File: src/rtl/debug_scan_ctrl.sv
// debug_scan_ctrl: single-steps a core through its debug clock and dumps
// every debug word (address 0..LAST_ADDR) as bytes over a valid/ready sink,
// closing each dump with a 0x0A terminator.
// Optional build macro DEBUG_SCAN_ADDR_HDR_EN: prefix every word with a
// header byte {1'b0, debug_addr}, giving 5 bytes per address instead of 4.
module debug_scan_ctrl #(
  parameter int STEP_CYC   = 4,
  parameter int SETTLE_CYC = 2,
  parameter int LAST_ADDR  = 63
) (
  input  logic        clk,
  input  logic        rst,
  input  logic        dbg_mode,
  input  logic        step_req,
  input  logic        start,
  input  logic [31:0] debug_data,
  input  logic        tx_ready,
  output logic        debug_en,
  output logic        debug_step,
  output logic [6:0]  debug_addr,
  output logic [7:0]  tx_data,
  output logic        tx_valid,
  output logic        busy,
  output logic        done
);

  localparam int CNT_W = 16;
  localparam logic [CNT_W-1:0] STEP_LAST   = CNT_W'(STEP_CYC - 1);
  localparam logic [CNT_W-1:0] SETTLE_LAST = CNT_W'(SETTLE_CYC - 1);
  localparam logic [6:0]       ADDR_LAST   = 7'(LAST_ADDR);
`ifdef DEBUG_SCAN_ADDR_HDR_EN
  localparam logic [2:0]       BYTE_LAST   = 3'd4;
`else
  localparam logic [2:0]       BYTE_LAST   = 3'd3;
`endif

  typedef enum logic [3:0] {
    IDLE,
    STEP_HI,
    STEP_LO,
    SETTLE,
    LATCH,
    SEND,
    NEXT,
    TERM,
    DONE
  } state_t;

  state_t           state;
  logic [CNT_W-1:0] cnt;
  logic [31:0]      shift_reg;
  logic [2:0]       byte_cnt;
`ifdef DEBUG_SCAN_ADDR_HDR_EN
  logic             hdr_pending;
`endif

  // Whole controller: step sequencing, settle timing, word capture and byte handshake
  always_ff @(posedge clk or negedge rst) begin
    if (!rst) begin
      state      <= IDLE;
      cnt        <= '0;
      shift_reg  <= '0;
      byte_cnt   <= '0;
`ifdef DEBUG_SCAN_ADDR_HDR_EN
      hdr_pending <= 1'b0;
`endif
      debug_en   <= 1'b0;
      debug_step <= 1'b0;
      debug_addr <= '0;
      tx_data    <= 8'h00;
      tx_valid   <= 1'b0;
      busy       <= 1'b0;
      done       <= 1'b0;
    end else begin
      debug_en <= dbg_mode;
      case (state)
        IDLE: begin
          done <= 1'b0;
          if (step_req && debug_en) begin
            state      <= STEP_HI;
            debug_step <= 1'b1;
            cnt        <= '0;
            busy       <= 1'b1;
          end else if (step_req || start) begin
            state      <= SETTLE;
            debug_addr <= '0;
            cnt        <= '0;
            busy       <= 1'b1;
          end
        end
        STEP_HI: begin
          if (cnt == STEP_LAST) begin
            state      <= STEP_LO;
            debug_step <= 1'b0;
            cnt        <= '0;
          end else begin
            cnt <= cnt + 1'b1;
          end
        end
        STEP_LO: begin
          if (cnt == STEP_LAST) begin
            state      <= SETTLE;
            debug_addr <= '0;
            cnt        <= '0;
          end else begin
            cnt <= cnt + 1'b1;
          end
        end
        SETTLE: begin
          if (cnt == SETTLE_LAST) begin
            state <= LATCH;
          end else begin
            cnt <= cnt + 1'b1;
          end
        end
        LATCH: begin
          shift_reg <= debug_data;
          byte_cnt  <= '0;
`ifdef DEBUG_SCAN_ADDR_HDR_EN
          hdr_pending <= 1'b1;
`endif
          state     <= SEND;
        end
        SEND: begin
          if (!tx_valid) begin
            tx_valid <= 1'b1;
`ifdef DEBUG_SCAN_ADDR_HDR_EN
            tx_data  <= hdr_pending ? {1'b0, debug_addr} : shift_reg[31:24];
`else
            tx_data  <= shift_reg[31:24];
`endif
          end else if (tx_ready) begin
            tx_valid <= 1'b0;
`ifdef DEBUG_SCAN_ADDR_HDR_EN
            if (hdr_pending) begin
              hdr_pending <= 1'b0;
            end else begin
              shift_reg <= {shift_reg[23:0], 8'h00};
            end
`else
            shift_reg <= {shift_reg[23:0], 8'h00};
`endif
            byte_cnt <= byte_cnt + 3'd1;
            if (byte_cnt == BYTE_LAST) begin
              state <= NEXT;
            end
          end
        end
        NEXT: begin
          if (debug_addr == ADDR_LAST) begin
            state <= TERM;
          end else begin
            debug_addr <= debug_addr + 7'd1;
            cnt        <= '0;
            state      <= SETTLE;
          end
        end
        TERM: begin
          if (!tx_valid) begin
            tx_valid <= 1'b1;
            tx_data  <= 8'h0A;
          end else if (tx_ready) begin
            tx_valid <= 1'b0;
            done     <= 1'b1;
            state    <= DONE;
          end
        end
        DONE: begin
          done  <= 1'b0;
          busy  <= 1'b0;
          state <= IDLE;
        end
        default: begin
          state <= IDLE;
        end
      endcase
    end
  end

endmodule

File: config.mk
export PLATFORM = sky130hd
export DESIGN_NAME = debug_scan_ctrl
export DESIGN_NICKNAME = d
export VERILOG_FILES = /design/src/rtl/debug_scan_ctrl.sv
export SDC_FILE = /design/constraint.sdc
export NUM_CORES = 1
export LEC_CHECK = 0
export ABC_AREA = 1
export BUFFER_PORTS_ARGS = -buffer_cell sky130_fd_sc_hd__buf_2
export CORE_MARGIN = 1.5
export CORE_UTILIZATION = 45
export DETAILED_ROUTE_END_ITERATION = 6
export PLACE_DENSITY = 0.65
export SLEW_MARGIN = 30
export SYNTH_ARGS = -nofsm -noshare
export SYNTH_HDL_FRONTEND = slang
export SYNTH_SLANG_ARGS = --single-unit
File: constraint.sdc
create_clock -name clk -period 1.9 [get_ports clk]
set_clock_uncertainty 0.05 [all_clocks]
set_input_delay 0.38 -clock clk [delete_from_list [all_inputs] [get_ports clk]]
set_output_delay 0.38 -clock clk [all_outputs]
set_load 0.005 [all_outputs]
==> results of run 1 <==
## final timing paths
path,to,cells after the start,slack (ns)
min reg2reg,tx_data[7],2,0.44
max,shift_reg[9],9,0.12
max reg2reg,shift_reg[9],9,0.12
min in group asynchronous,cnt[12],2,0.36
min,debug_en,1,0.09
max in group asynchronous,debug_addr[2],3,0.93
## final cells by class
type,count,area share [%]
inverter,72,5.69
tap,108,2.85
clock inverter,7,1.21
clock buffer,9,2.61
multi-input combinational,334,37.9
timing repair buffer,78,10.2
sequential,75,39.5
## kinds of logic (layout without fill, tap and decap cells)
group                    Yosys count  after routing  share of synthesized area [%]
AND/OR/NAND/NOR                  215            215                           23.2
AO/OA/AOI/OAI                    109            109                           18.5
buffers and inverters             88            166                           8.96
flip-flops                        75             75                           46.7
adder cells (fa/ha/maj)            5              5                           1.56
XOR/XNOR                           5              5                           1.09
## critical path, cell delays in order (launching register included)
cell      delay (ns)
dfrtp_1         0.43
inv_1           0.08
nand2_2         0.11
nor2_4          0.18
inv_2           0.12
o21ai_2         0.21
inv_2           0.08
buf_12          0.20
o211ai_1        0.10
o21ai_0         0.10
## routing by layer
layer  global-route usage, %  up-vias  part of all wire, %
li1                        -     1788                    -
met1                    24.8     1623                   47
met2                    32.6       87                   47
met3                    4.68        8                  5.3
met4                    6.26        0                  1.3
met5                       0        -                    0
## layout by cell type (no fill, tap or decap), types with 10 or more instances in the layout
master and count:
o211ai_1 24, nand3_1 37, o21ai_0 27, o21ai_1 27, nand2_1 113, inv_1 69
buf_2 56, buf_4 18, nor2_1 29, o21ai_2 11, o211ai_2 10, dfrtp_1 75
## timing repair
action | CTS | global route
endpoints found under the hold margin | 13 | 0
endpoints found under the setup margin | 4 | 12
hold buffers | 1 | 0
resized for setup | 1 | 5
## cell usage after synthesis, drive strengths merged
cell | instances | area (um2)
nor2 | 37 | 151
nor3 | 10 | 55.1
buf | 10 | 67.6
nand4 | 9 | 56.3
o21ba | 1 | 10.0
dfrtp | 75 | 1880
xnor2 | 2 | 17.5
inv | 72 | 270
nand3 | 37 | 185
nand3b | 2 | 15.0
xor2 | 3 | 26.3
a21oi | 5 | 25.0
or2 | 3 | 18.8
clkbuf | 6 | 22.5
o211ai | 34 | 305
and2 | 1 | 6.26
o21bai | 1 | 7.51
o21ai | 65 | 367
ha | 5 | 62.6
a21boi | 1 | 18.8
o22ai | 2 | 12.5
nand2 | 116 | 443
## through the flow
stage | worst slack [ns] | total power, uW | cells | utilization (%)
after global placement | 0.0597 | 5380 | 666 | 52.3
final | 0.118 | 6610 | 683 | 54.7
after global routing | -0.0491 | 7200 | 683 | 54.7
after floorplan | 0.259 | 4590 | 497 | -
after CTS | 0.109 | 6660 | 683 | 54.6
after detailed placement | -0.0295 | 5460 | 666 | 52.3
## power groups by stage
| stage | sequential (uW) | clock (uW) | combinational [uW] |
|---|---|---|---|
| after global placement | 2450 | 0 | 2930 |
| final | 2440 | 1160 | 3010 |
| after floorplan | 2430 | 0 | 2150 |
| after CTS | 2440 | 1190 | 3030 |
| after global routing | 2500 | 1260 | 3440 |
| after detailed placement | 2470 | 0 | 2990 |
==> impl_results.md, run 1 <==
- Result of the run: completed
- Worst hold path startpoint: dbg_mode
- Number of nets in the synthesized netlist: 540
- Average via count per standard cell: slightly above 5
- Final count of pins violating max slew: 0
- Area growth, synth to finish: 18.1%
- Number of buffers inserted during clock tree synthesis: 9
- IO Port Bufs: 57
- Time the final worst path needs with I/O delays and setup: about 1.8 ns
- CTS clock-pin slew for the worst setup and hold paths: about 0.08 ns
- Startpoint of the lowest-slack register-to-register path: state[3]
- Sw Pwr: approximately 2800 uW
- Area of all placed cells without fillers: 4750 um2
- Worst hold slack across all endpoints: 0.0903 ns
- Data required time of the critical path: around 2.1 ns
- Synthesized area: 4020 um2
- Clock Sink Count: 75
- Yosys warnings: 0
- Fraction of the cycle the final worst path needs: roughly 94%
- Count of cell types in the netlist: 33
- Detailed-route wire length: just under 9000 um
- Worst min-delay path class: primary input to flip-flop
- Via count: between 3k and 4k
- Area of the core region: between 8000 and 9000 um2
- Area after DPL: 4540 um2
- H-tree level count: 3
- Weighted congestion at the end of routability-driven global placement: approximately 0.90
- Y dimension of the die: 97.5 um
- Max IR drop VDD: ~0.64 mV
- Maximum Capacitance Violations: 0
- Worst rel slew slack: about two thirds
- DRC violation count after routing: 0
- Root Driver: clkbuf_8
- Arrival time reported for the critical path endpoint: approximately 2.0 ns
- Global-route wire length before repair: about 15,000 um
- Largest net degree at the start of global routing: 53
- CTS tree: done
- Footprint of the multi-input gates: 1800 um2
- Combinational cell fraction of total power: 45.5%
- Share of the yosys chip area belonging to registers: between 40 and 50%
- Filler Cell Count: 841
- Sum of negative setup slack: 0 ns
- DIE AREA: about 9500 um2
- Average routed wire per standard cell: 12.7 um
- Count of endpoints failing hold in the final timing report: 0
- Share of total power in the clock network: 17.6%
- Syn Inst Count: roughly 500
- Average size of a mapped cell: approximately 8.1 um2
- Start point of the critical path: state[3]
- HPWL after DPL: approximately 6300 um
- Starting density of the core: between 40% and 50%
- Drt first-iter violations: between 80 and 90
- Leakage power total: roughly 0.0023 uW
- Slew of the pin with the lowest slew margin: between 0.4 and 0.5 ns
- Sw frac: between 40% and 50%
- Layout cell share with drive strength beyond 1: around a quarter
- Setup repair after global routing missed its margin: true
- Highest Clock Rate: ~560 MHz
- Worst setup SP type: flip-flop
- Post-CTS Repair Setup Buffers: 0
- Maximum buffer depth of the clock tree: 2
- Kind of capture point of the worst setup path: flip-flop
- Count of antenna-violating nets left after detailed routing: 0
- Via count of the first global-routing pass: roughly 3.4k
- Initial DRT Pass Iterations: 4
- Setup Crit Path Kind: flip-flop to flip-flop
- Sequential Power Share: about 37%
- Storage cell area: between 1500 and 2000 um2
- I/O Pins: 58
- Power density over the cells: ~1400 nW/um2
- Num rows: 34
- N_diodes: 0
- Final Setup Violations: 0
- Initial antenna violation count: 0
- Cell-internal power: about 3800 uW
- Global-route usage over all layers: 19.5%
- Skew-Pair Late Insertion Delay: 0.35 ns
- Die width: between 90 and 100 um
- Total gr overflow: 0
- Top fanout value on the critical path: 52
- Flip-flop count of the largest register after layout: 32
- Synthesized flop and latch total: 75
- Total Nets Final: 613
Note: power is estimated with default switching activity, not from simulation.
==> inputs of run 2 (changes only) <==
Settings changed: ABC_AREA 1 to not set, PLACE_DENSITY 0.65 to 0.66.
==> impl_results.md, run 2 <==
- Fraction of synthesized cell area taken by the top area cell type: between 50% and 60%
- Maximum Capacitance Violations: 0
- Prevailing post-synth register cell: dfrtp_1
- Clock Sink Count: 75
- Setup repair after global routing missed its margin: true
- Final count of pins violating max slew: 0
- Count of cell types in the netlist: 55
- Count of flip-flops with a built-in enable after synthesis: 0
- Global-route wire length before repair: roughly 15,000 um
- Yosys warnings: 0
- Arrival time reported for the critical path endpoint: ~2.5 ns
- Number of cells on the worst hold path: 1
- Compound-Gate Fraction of Synth Area: 18.8%
- Average routed wire per standard cell: between 10 and 15 um
- Final Setup Violations: 27
- Share of the yosys chip area belonging to registers: 50.3%
- Largest family of logic cells by synthesized area: compound AO/OA/AOI/OAI gates
- Skew-Pair Late Insertion Delay: approximately 0.34 ns
- N_diodes: 0
- Sum of negative setup slack: -8.64 ns
- Simple-gate portion of the synthesized area: between 15 and 20%
- Synthesized-area fraction occupied by xor and xnor cells: 1.88%
- Average via count per standard cell: between 5 and 6
- Max IR drop VDD: slightly below 0.7 mV
- Data required time of the critical path: roughly 2.1 ns
- Y dimension of the die: 94.1 um
- DRC violation count after routing: 0
- Top cells by area in the synthesized netlist: dfrtp_1 (50%), mux2i_1 (7.2%), o21ai_0 (4.4%), nand2_1 (4.1%), a22o_1 (3.3%)
- Leading cell type in the layout, fill and taps excluded: dfrtp_1
- Worst hold slack across all endpoints: roughly 0.11 ns
- HPWL after DPL: roughly 6100 um
- Via count of the first global-routing pass: between 3k and 4k
- Root Driver: clkbuf_8
- Multiplexer share of the synthesized area: 7.84%
- Kind of capture point of the worst setup path: flip-flop
- Initial DRT Pass Iterations: 4
- Highest Clock Rate: 429 MHz
- Count of antenna-violating nets left after detailed routing: 0
- Die width: 94.1 um
- Leakage power total: 0.00233 uW
- CTS clock-pin slew for the worst setup and hold paths: about 0.080 ns
- DIE AREA: 8850 um2
- Num rows: 33
- Setup Crit Path Kind: flip-flop to flip-flop
- Time the final worst path needs with I/O delays and setup: between 2 and 2.5 ns
- Commonest cells in the synthesized netlist: dfrtp_1 (75), nand2_1 (41), o21ai_0 (33)
- Synthesized area: roughly 3700 um2
- IO Port Bufs: 57
- Via count: ~3.2k
- Top fanout value on the critical path: 4
- Violated checks: setup timing
- Syn Inst Count: approximately 360
- I/O Pins: 58
- Post-layout worst setup margin: -0.428 ns
- Power density over the cells: about 1300 nW/um2
- Flip-flop count of the largest register after layout: 32
- Share of synthesized flip-flops with an asynchronous set or reset: 100%
- Average size of a mapped cell: between 10 and 15 um2
- Number of buffers inserted during clock tree synthesis: 9
- Total gr overflow: 0
- Count of endpoints failing hold in the final timing report: 0
- Largest net degree at the start of global routing: approximately 60
- Slew of the pin with the lowest slew margin: approximately 0.6 ns
- H-tree level count: 3
- FF-to-FF path depth: 6
- Global-route usage over all layers: between 20% and 30%
- Initial antenna violation count: 0
- Synthesized flop and latch total: 75
- Total Nets Final: ~520
- Worst setup SP type: flip-flop
- Worst rel slew slack: around three fifths
- Area growth, synth to finish: 35.9%
- Maximum buffer depth of the clock tree: 2
- Number of nets in the synthesized netlist: 398
- Area of the core region: 8130 um2
- Adder-cell share of the synthesized area: 1.68%
- Result of the run: finished, violations left
- Commonest cells after routing, fill and taps aside: dfrtp_1 (75), buf_4 (58), buf_2 (56)
- Starting density of the core: 45.9%
- CTS tree: done
- Detailed-route wire length: 8810 um
- Synth area leader: dfrtp_1
- Fraction of the cycle the final worst path needs: 123%
- Drt first-iter violations: 126
- Most frequently used cell type in the post-synthesis netlist: dfrtp_1
- Worst min-delay path class: primary input to flip-flop
- Weighted congestion at the end of routability-driven global placement: ~0.82
- Layout cell share with drive strength beyond 1: approximately two fifths
## run 2: final timing paths
path,start,to,slack [ns]
hold reg to reg,shift_reg[24],shift_reg[24],0.43
hold / removal,dbg_mode,debug_en,0.11
max in group asynchronous,rst,shift_reg[24],0.76
setup / recovery,cnt[11],cnt[11],-0.43
setup reg to reg,cnt[11],cnt[11],-0.43
min in group asynchronous,rst,debug_addr[4],0.45
## run 2: cells by family (layout without fill, tap and decap cells)
family                   count (synthesis)  in the layout
XOR/XNOR                                 8              8
AO/OA/AOI/OAI                           98             98
buffers and inverters                   29            158
multiplexers                            29             29
AND/OR/NAND/NOR                        111            111
adder cells (fa/ha/maj)                  5              5
flip-flops                              75             75
## run 2: power by group
part           switching, uW  total, uW  internal, uW
registers                317       2440          2130
logic                   1370       2780          1420
clock network            588       1570           979
## run 2: cell type report
cell class,count,area (um2)
Clock buffer,12,165
Clock inverter,4,95.1
Fill cell,667,3060
Inverter,14,52.6
Multi-Input combinational cell,251,1850
Sequential cell,75,1880
Tap cell,105,131
Timing Repair Buffer,128,898
## run 2: metal layers
metal / share of wire, % / track usage [%] / wire, um / vias to the layer above
met4: 0.97 / 6.97 / 85 / 0
met3: 5.1 / 4.45 / 445 / 7
met5: 0 / 0 / 0 / -
met1: 44 / 28.4 / 3920 / 1526
met2: 49 / 34.5 / 4360 / 86
li1: - / - / - / 1532
## run 2: repair_timing
| item | CTS | global route |
|---|---|---|
| buffers inserted | 4 | 3 |
| endpoints found under the hold margin | 26 | 0 |
| gates resized for setup | 7 | 25 |
| setup endpoints to repair | 27 | 35 |
| hold buffers | 1 | 0 |
| pin swaps | 4 | 10 |
## run 2: stage by stage
| stage | area [um2] | power [uW] | setup slack (ns) | cells | utilization, % |
|---|---|---|---|---|---|
| after global placement | 4640 | 4850 | -0.373 | 567 | 57.1 |
| after detailed placement | 4640 | 4940 | -0.420 | 567 | 57.1 |
| after floorplan | 3780 | 3980 | -0.385 | 355 | - |
| after global routing | 5070 | 7240 | -0.469 | 589 | 62.4 |
| final | 5070 | 6790 | -0.428 | 589 | 62.4 |
| after CTS | 4970 | 6620 | -0.414 | 588 | 61.2 |
## run 2: worst max-delay path, cell delays in order (launching register included)
cell	delay, ns
dfrtp_1	0.39
or4_4	0.58
or4_4	0.55
a2bb2oi_4	0.23
a2bb2oi_4	0.21
buf_4	0.16
a21oi_2	0.03
